`src/rtl/alu_arbiter.sv`:
```
// Round-robin arbiter and sequencer that time-shares one ALU between two clients.
// It holds the operands for the ALU latency, then captures the result and the verify mismatch.
module alu_arbiter #(
    parameter int W       = 32,
    parameter int ALU_LAT = 1,
    parameter int CNT_W   = 16
) (
    input  logic             clk,
    input  logic             rst_n,
    input  logic             req0_valid,
    input  logic             req1_valid,
    output logic             req0_ready,
    output logic             req1_ready,
    input  logic [W-1:0]     req0_a,
    input  logic [W-1:0]     req0_b,
    input  logic [W-1:0]     req1_a,
    input  logic [W-1:0]     req1_b,
    input  logic             req0_c_in,
    input  logic             req1_c_in,
    input  logic [2:0]       req0_alop,
    input  logic [2:0]       req1_alop,
    output logic             resp0_valid,
    output logic             resp1_valid,
    input  logic             resp0_ready,
    input  logic             resp1_ready,
    output logic [W-1:0]     resp_r,
    output logic             resp_err,
    output logic [W-1:0]     alu_a,
    output logic [W-1:0]     alu_b,
    output logic             alu_c_in,
    output logic [2:0]       alu_alop,
    input  logic [W-1:0]     alu_r,
    input  logic [W-1:0]     alu_r_verify,
    output logic             busy,
    output logic [CNT_W-1:0] err_count
);

    localparam int CW = (ALU_LAT > 1) ? $clog2(ALU_LAT) : 1;

    typedef enum logic [1:0] {IDLE, EXEC, RESP} state_t;

    state_t        state;
    logic          ptr;
    logic          gnt;
    logic [CW-1:0] cnt;
    logic          win;
    logic          accept;
    logic          resp_done;

    // Contention goes to ptr; a lone requester wins regardless of ptr.
    always_comb begin
        win = req1_valid;
        if (req0_valid && req1_valid) win = ptr;
    end

    assign accept      = (state == IDLE) && (req0_valid || req1_valid);
    assign req0_ready  = (state == IDLE) && req0_valid && !win;
    assign req1_ready  = (state == IDLE) && req1_valid && win;
    assign resp0_valid = (state == RESP) && !gnt;
    assign resp1_valid = (state == RESP) && gnt;
    assign resp_done   = gnt ? resp1_ready : resp0_ready;
    assign busy        = (state != IDLE);

    // NOTE: sequential state uses non-blocking assignments so every register samples pre-edge values.
    always_ff @(posedge clk) begin
        if (!rst_n) begin
            state     <= IDLE;
            ptr       <= 1'b0;
            gnt       <= 1'b0;
            cnt       <= '0;
            alu_a     <= '0;
            alu_b     <= '0;
            alu_c_in  <= 1'b0;
            alu_alop  <= '0;
            resp_r    <= '0;
            resp_err  <= 1'b0;
            err_count <= '0;
        end else begin
            case (state)
                IDLE: begin
                    if (accept) begin
                        gnt      <= win;
                        alu_a    <= win ? req1_a    : req0_a;
                        alu_b    <= win ? req1_b    : req0_b;
                        alu_c_in <= win ? req1_c_in : req0_c_in;
                        alu_alop <= win ? req1_alop : req0_alop;
                        cnt      <= CW'(ALU_LAT - 1);
                        state    <= EXEC;
                    end
                end
                EXEC: begin
                    if (cnt == '0) begin
                        resp_r   <= alu_r;
                        resp_err <= (alu_r != alu_r_verify);
                        if ((alu_r != alu_r_verify) && (err_count != '1))
                            err_count <= err_count + CNT_W'(1);
                        state    <= RESP;
                    end else begin
                        cnt <= cnt - CW'(1);
                    end
                end
                RESP: begin
                    if (resp_done) begin
                        ptr   <= ~gnt;
                        state <= IDLE;
                    end
                end
                default: state <= IDLE;
            endcase
        end
    end

endmodule
```
`config.mk`:
```
export PLATFORM = sky130hd
export DESIGN_NAME = alu_arbiter
export DESIGN_NICKNAME = d
export VERILOG_FILES = /design/src/rtl/alu_arbiter.sv
export SDC_FILE = /design/constraint.sdc
export NUM_CORES = 1
export LEC_CHECK = 0
export ABC_AREA = 1
export BUFFER_PORTS_ARGS = -buffer_cell sky130_fd_sc_hd__buf_4
export CORE_AREA = 2 2 127 129
export DETAILED_ROUTE_END_ITERATION = 7
export DIE_AREA = 0 0 129 131
export PLACE_DENSITY = 0.82
export SYNTH_ARGS = -nofsm -noshare
export SYNTH_HDL_FRONTEND = slang
export SYNTH_SLANG_ARGS = --single-unit
```
`constraint.sdc`:
```
create_clock -name clk -period 1.7 [get_ports clk]
set_clock_uncertainty 0.1 [all_clocks]
set_input_delay 0.34 -clock clk [delete_from_list [all_inputs] [get_ports clk]]
set_output_delay 0.34 -clock clk [all_outputs]
set_load 0.03 [all_outputs]
```
* Word-level counts from Yosys, hierarchy flattened
Cells that the tools add are included.
Word-level totals: register bits 122, input port bits 206, output and inout bits 122
Operators by class: add/subtract/negate cells 2, equality and inequality tests 7, muxes and demuxes 13, bitwise logic cells 2, reductions and logical operators 21
Operators by type and width (number):
- two-way mux 32 bit | 2
- != test 32 bit | 1
- adder 16 x 1 -> 16 bit (second input constant) | 1
- != test 16 bit (second input constant) | 1
- logical AND 1 bit | 9
- AND reduction 2 bit | 4
- two-way mux 2 bit | 3
- != test 2 bit (second input constant) | 3
- one-hot mux 2 bit (3 select lines) | 1
- AND reduction 3 bit | 2
- two-way mux 1 bit | 5
- nonzero test 2 bit | 2
- two-way mux 3 bit | 1
- equality test 2 x 1 -> 1 bit (second input constant) | 1
- equality test 2 bit (second input constant) | 1
- logical NOT 1 bit | 2
- logical NOT 2 bit | 1
- NOT 1 bit | 2
- one-hot mux 1 bit (2 select lines) | 1
- logical OR 1 bit | 1
- subtractor 1 bit (second input constant) | 1

* Depth between registers and ports, before layout
word-level depth 4, mapped depth 13, mapped depth without buffers 12

* Least setup slack after synthesis
OpenSTA, ideal clock, no wires.
path type input to output, start point input req0_valid, end point output req0_ready, data arrival time 1.537 ns, data required time 1.260 ns, slack -0.277 ns, stages on the path 5, path buffers 1, cell sequence inv_1 -> o21ai_2 -> inv_2 -> clkbuf_1 -> nor3_1
On the way: cells in the longest elaborated chain, start to end 4, elaborated cells between the ends (all ways) 5, those cells by class 1 x mux; 4 x reduce/logical
RTL lines:
- from (decl) | RTL line 10 | input logic req0_valid,
- logical AND 1 bit | RTL line 53 | if (req0_valid && req1_valid) win = ptr;
- two-way mux 1 bit | RTL line 53
- logical NOT 1 bit | RTL line 57 | assign req0_ready = (state == IDLE) && req0_valid && !win;
- logical AND 1 bit * | RTL line 57
- to (decl) | RTL line 12 | output logic req0_ready,
Mark *: on every way between the ends. The rest lies on a longest branch, timed or not.

* Worst setup path after layout
start point register ptr, end point output req0_ready
On the way: cells in the longest elaborated chain, start to end 3
RTL lines:
- from (decl) | RTL line 43 | logic ptr;
- from (signal assigned) | RTL line 104 | ptr <= ~gnt;
- two-way mux 1 bit | RTL line 53
- logical NOT 1 bit | RTL line 57
- logical AND 1 bit | RTL line 57
Every way passes these cells.

==> key figures <==
Logic synthesis
  • Post-synthesis mux area share: 0.00179
  • Part of the Yosys area used for sequential elements: 0.433
  • Main synth FF type: dfxtp_1
  • Avg Cell Area, Syn: 7.00 um2
  • Synth Net Count: 1006
  • Area leader, netlist: dfxtp_1
  • EDFF count, synth: 0
  • Compound-cell area share of the yosys netlist: 0.183
  • Synth Register Bits: 121
  • Synth area leaders: dfxtp_1, nand2_1, o21ai_0
  • Post-Synth Adder-Cell Area: 0.00224
  • Simple-Gate Fraction of Synth Area: 0.255
  • Count leader, synth: nand2_1
  • Distinct cells, synth: 27
  • Ys async rst share: 0
  • Ys Warns: 0
  • Largest family of logic cells by synthesized area: simple AND/OR/NAND/NOR gates
  • Post-Synthesis Cells: 799
  • Syn Std Cell Area: 5590 um2
  • XOR/XNOR share of the synthesized area: 0.0517
  • Yosys top cell area share: 0.433
  • Synth cell count leaders: nand2_1, dfxtp_1, o21ai_0, nor2_1, a31oi_1

Floorplan
  • Starting density of the core: 0.359
  • Die Span X: 129 um
  • Die extent in y: 131 um
  • Core Rows: 46
  • Core area: 15600 um2
  • DIE AREA: 16900 um2
  • IO Count: 328

Global routing
  • Total gr overflow: 0
  • Initial antenna violation count: 2
  • First-pass GRT wire length: 29300 um
  • Vias in the first global route: 6177
  • Largest net degree at the start of global routing: 117
  • Gr usage total: 0.220

Clocking
  • Reg clk slew, reported paths: 0.06 ns
  • TritonCTS clock tree: done
  • Clk sinks: 121
  • Clk root buf: clkbuf_16
  • CTS max path bufs: 2
  • Hold-fix buffers, CTS: 0
  • TritonCTS Buffers: 17
  • Clk Latency, worst-skew pair: 0.41 ns
  • Htree depth: 4

Routing
  • Number of remaining DRC errors: 0
  • Via count: 6648
  • Vias per cell: 4.87
  • 1st-pass router iterations: 6
  • First DRT Iteration DRCs: 424
  • Routed len/inst: 14.8 um
  • Detail Route Antenna Nets: 0
  • Routed WL: 20200 um

STA
  • Tcrit/Tclk final: 0.995
  • Final Critical Period: 1.69 ns
  • WHS: 0.0951 ns
  • Fin. Hold Viols: 0
  • Relative slew slack: 0.773
  • Fmax: 591 MHz
  • Setup-failing EPs final: 0
  • Worst slew pin tran: 0.338 ns
  • Unrepaired setup endpoints after global routing: true
  • Slew Viols, Final: 0

Pwr
  • P_leak: 4.46 nW
  • Gate power share: 0.276
  • Cell area power density: 1060 nW/um2
  • Sequential share of power: 0.345
  • Pint: 6.70 mW
  • Switching pwr: 3.05 mW
  • Sw frac: 0.313
  • Clock Power Share: 0.378
  • VDD IR max: 626 uV

Setup path
  • Startpoint types: register
  • Worst path required time: 1.26 ns
  • CP max FO: 3
  • CP Data Arrival Time: 1.25 ns
  • Setup crit end kind: output pin
  • Critical path type: reg2out

Min path
  • Hold Crit Class: in2reg

Final layout
  • Reg area: 2440 um2
  • Fill count: 1389
  • Share of cells above drive strength 1: 0.373
  • Multi-input gate area: 2830 um2
  • P&R area growth vs syn: 64.7%
  • Net count, final: 1341
  • Fin area: 9210 um2
  • Final Instance Count excl. Fillers: 1364

Placed design
  • Final Wtd Congestion: 0.863
  • IO buf count: 327
  • Detailed placement HPWL: 14100 um
  • Dpl cell area: 8470 um2
  • Inst Count DP: 1323

Status
  • Outcome: completed

Job
  • Max_cap viols: 0
-- power groups by stage --
stage                     Combinational [mW]  Sequential [mW]  Clock [mW]
after global placement                  2.58             3.40           0
after CTS                               2.65             3.36        3.75
final                                   2.69             3.37        3.69
after detailed placement                2.62             3.41           0
after global routing                    2.90             3.40        3.87
after floorplan                        0.830             4.01           0
-- state kept, by name (all words and copies together), names as in the netlist --
name / count
err_count: 16
alu_alop: 3
ptr: 1
alu_a: 32
alu_c_in: 1
resp_err: 1
state: 2
gnt: 1
resp_r: 32
alu_b: 32
-- kinds of logic (layout without fill, tap and decap cells) --
logic type | count (synthesis) | count (layout)
other | 0 | 2
AOI/OAI and AO/OA | 186 | 186
and+or+nand+nor | 353 | 354
xor gates and xnor gates | 33 | 33
adders and majority gates | 1 | 1
buffers and inverters | 104 | 450
muxes | 1 | 1
DFF | 121 | 121
-- cell type report --
| type | count | area share |
|---|---|---|
| diodes | 2 | 0.000543 |
| flip-flops and latches | 121 | 0.265 |
| clock inverters | 9 | 0.0133 |
| repair buffers | 366 | 0.311 |
| well taps | 216 | 0.0293 |
| multi-input cells | 575 | 0.308 |
| inverters | 53 | 0.0217 |
| clock buffers | 22 | 0.0515 |
-- layer usage --
metal / vias up / part of all wire / GRT usage
li1: 3281 / - / -
met4: 0 / 0.022 / 0.0997
met5: - / 0 / 0
met1: 3061 / 0.38 / 0.232
met3: 31 / 0.080 / 0.0668
met2: 275 / 0.52 / 0.406
-- cells in the final DEF (no fill, tap or decap), drive strengths merged --
cell type / synthesis / routed
buf: 14 / 365
o21ai: 105 / 105
diode: 0 / 2
ha: 1 / 1
dfxtp: 121 / 121
mux2i: 1 / 1
a21oi: 12 / 12
clkinvlp: 0 / 1
nor2: 93 / 93
nor4: 1 / 1
inv: 53 / 52
a31oi: 68 / 68
clkbuf: 37 / 23
xnor2: 24 / 24
nand2: 238 / 238
clkinv: 0 / 6
bufinv: 0 / 3
xor2: 9 / 9
o21a: 1 / 1
nand3: 6 / 7
nand4: 10 / 10
nor3: 5 / 5
-- repair_timing --
action / in CTS / in global routing
resized for setup: 16 / 5
setup buffers: 4 / 2
gates cloned: 0 / 2
pin swaps: 3 / 5
endpoints found under the setup margin: 4 / 43
-- worst max-delay path, cell delays in order, from the launching register on --
cell and delay [ns]:
dfxtp_2 0.33, o21ai_4 0.17, inv_2 0.07, nor3_4 0.11, buf_6 0.15
-- worst paths after layout --
check	startpoint	to	slack [ns]	cells after the start
max	ptr$_SDFFE_PN0P_	req0_ready	0.008	4
min	req1_a[31]	alu_a[31]$_SDFFE_PN0P_	0.1	3
max reg2reg	err_count[2]$_SDFFE_PN0P_	err_count[11]$_SDFFE_PN0P_	0.02	9
min reg2reg	resp_err$_SDFFE_PN0P_	resp_err$_SDFFE_PN0P_	0.37	2
-- through the flow --
step                worst slack [ns]  total power [mW]  setup TNS (ns)  utilization
finish                       0.00808              9.75               0        0.591
global placement              -0.177              5.98           -2.63        0.543
floorplan                     0.0218              4.84               0            -
global route                 -0.0547              10.2          -0.435        0.591
detailed placement            -0.211              6.02           -3.18        0.543
CTS                          -0.0139              9.76         -0.0313        0.586
(Power assumes the default switching activity.)
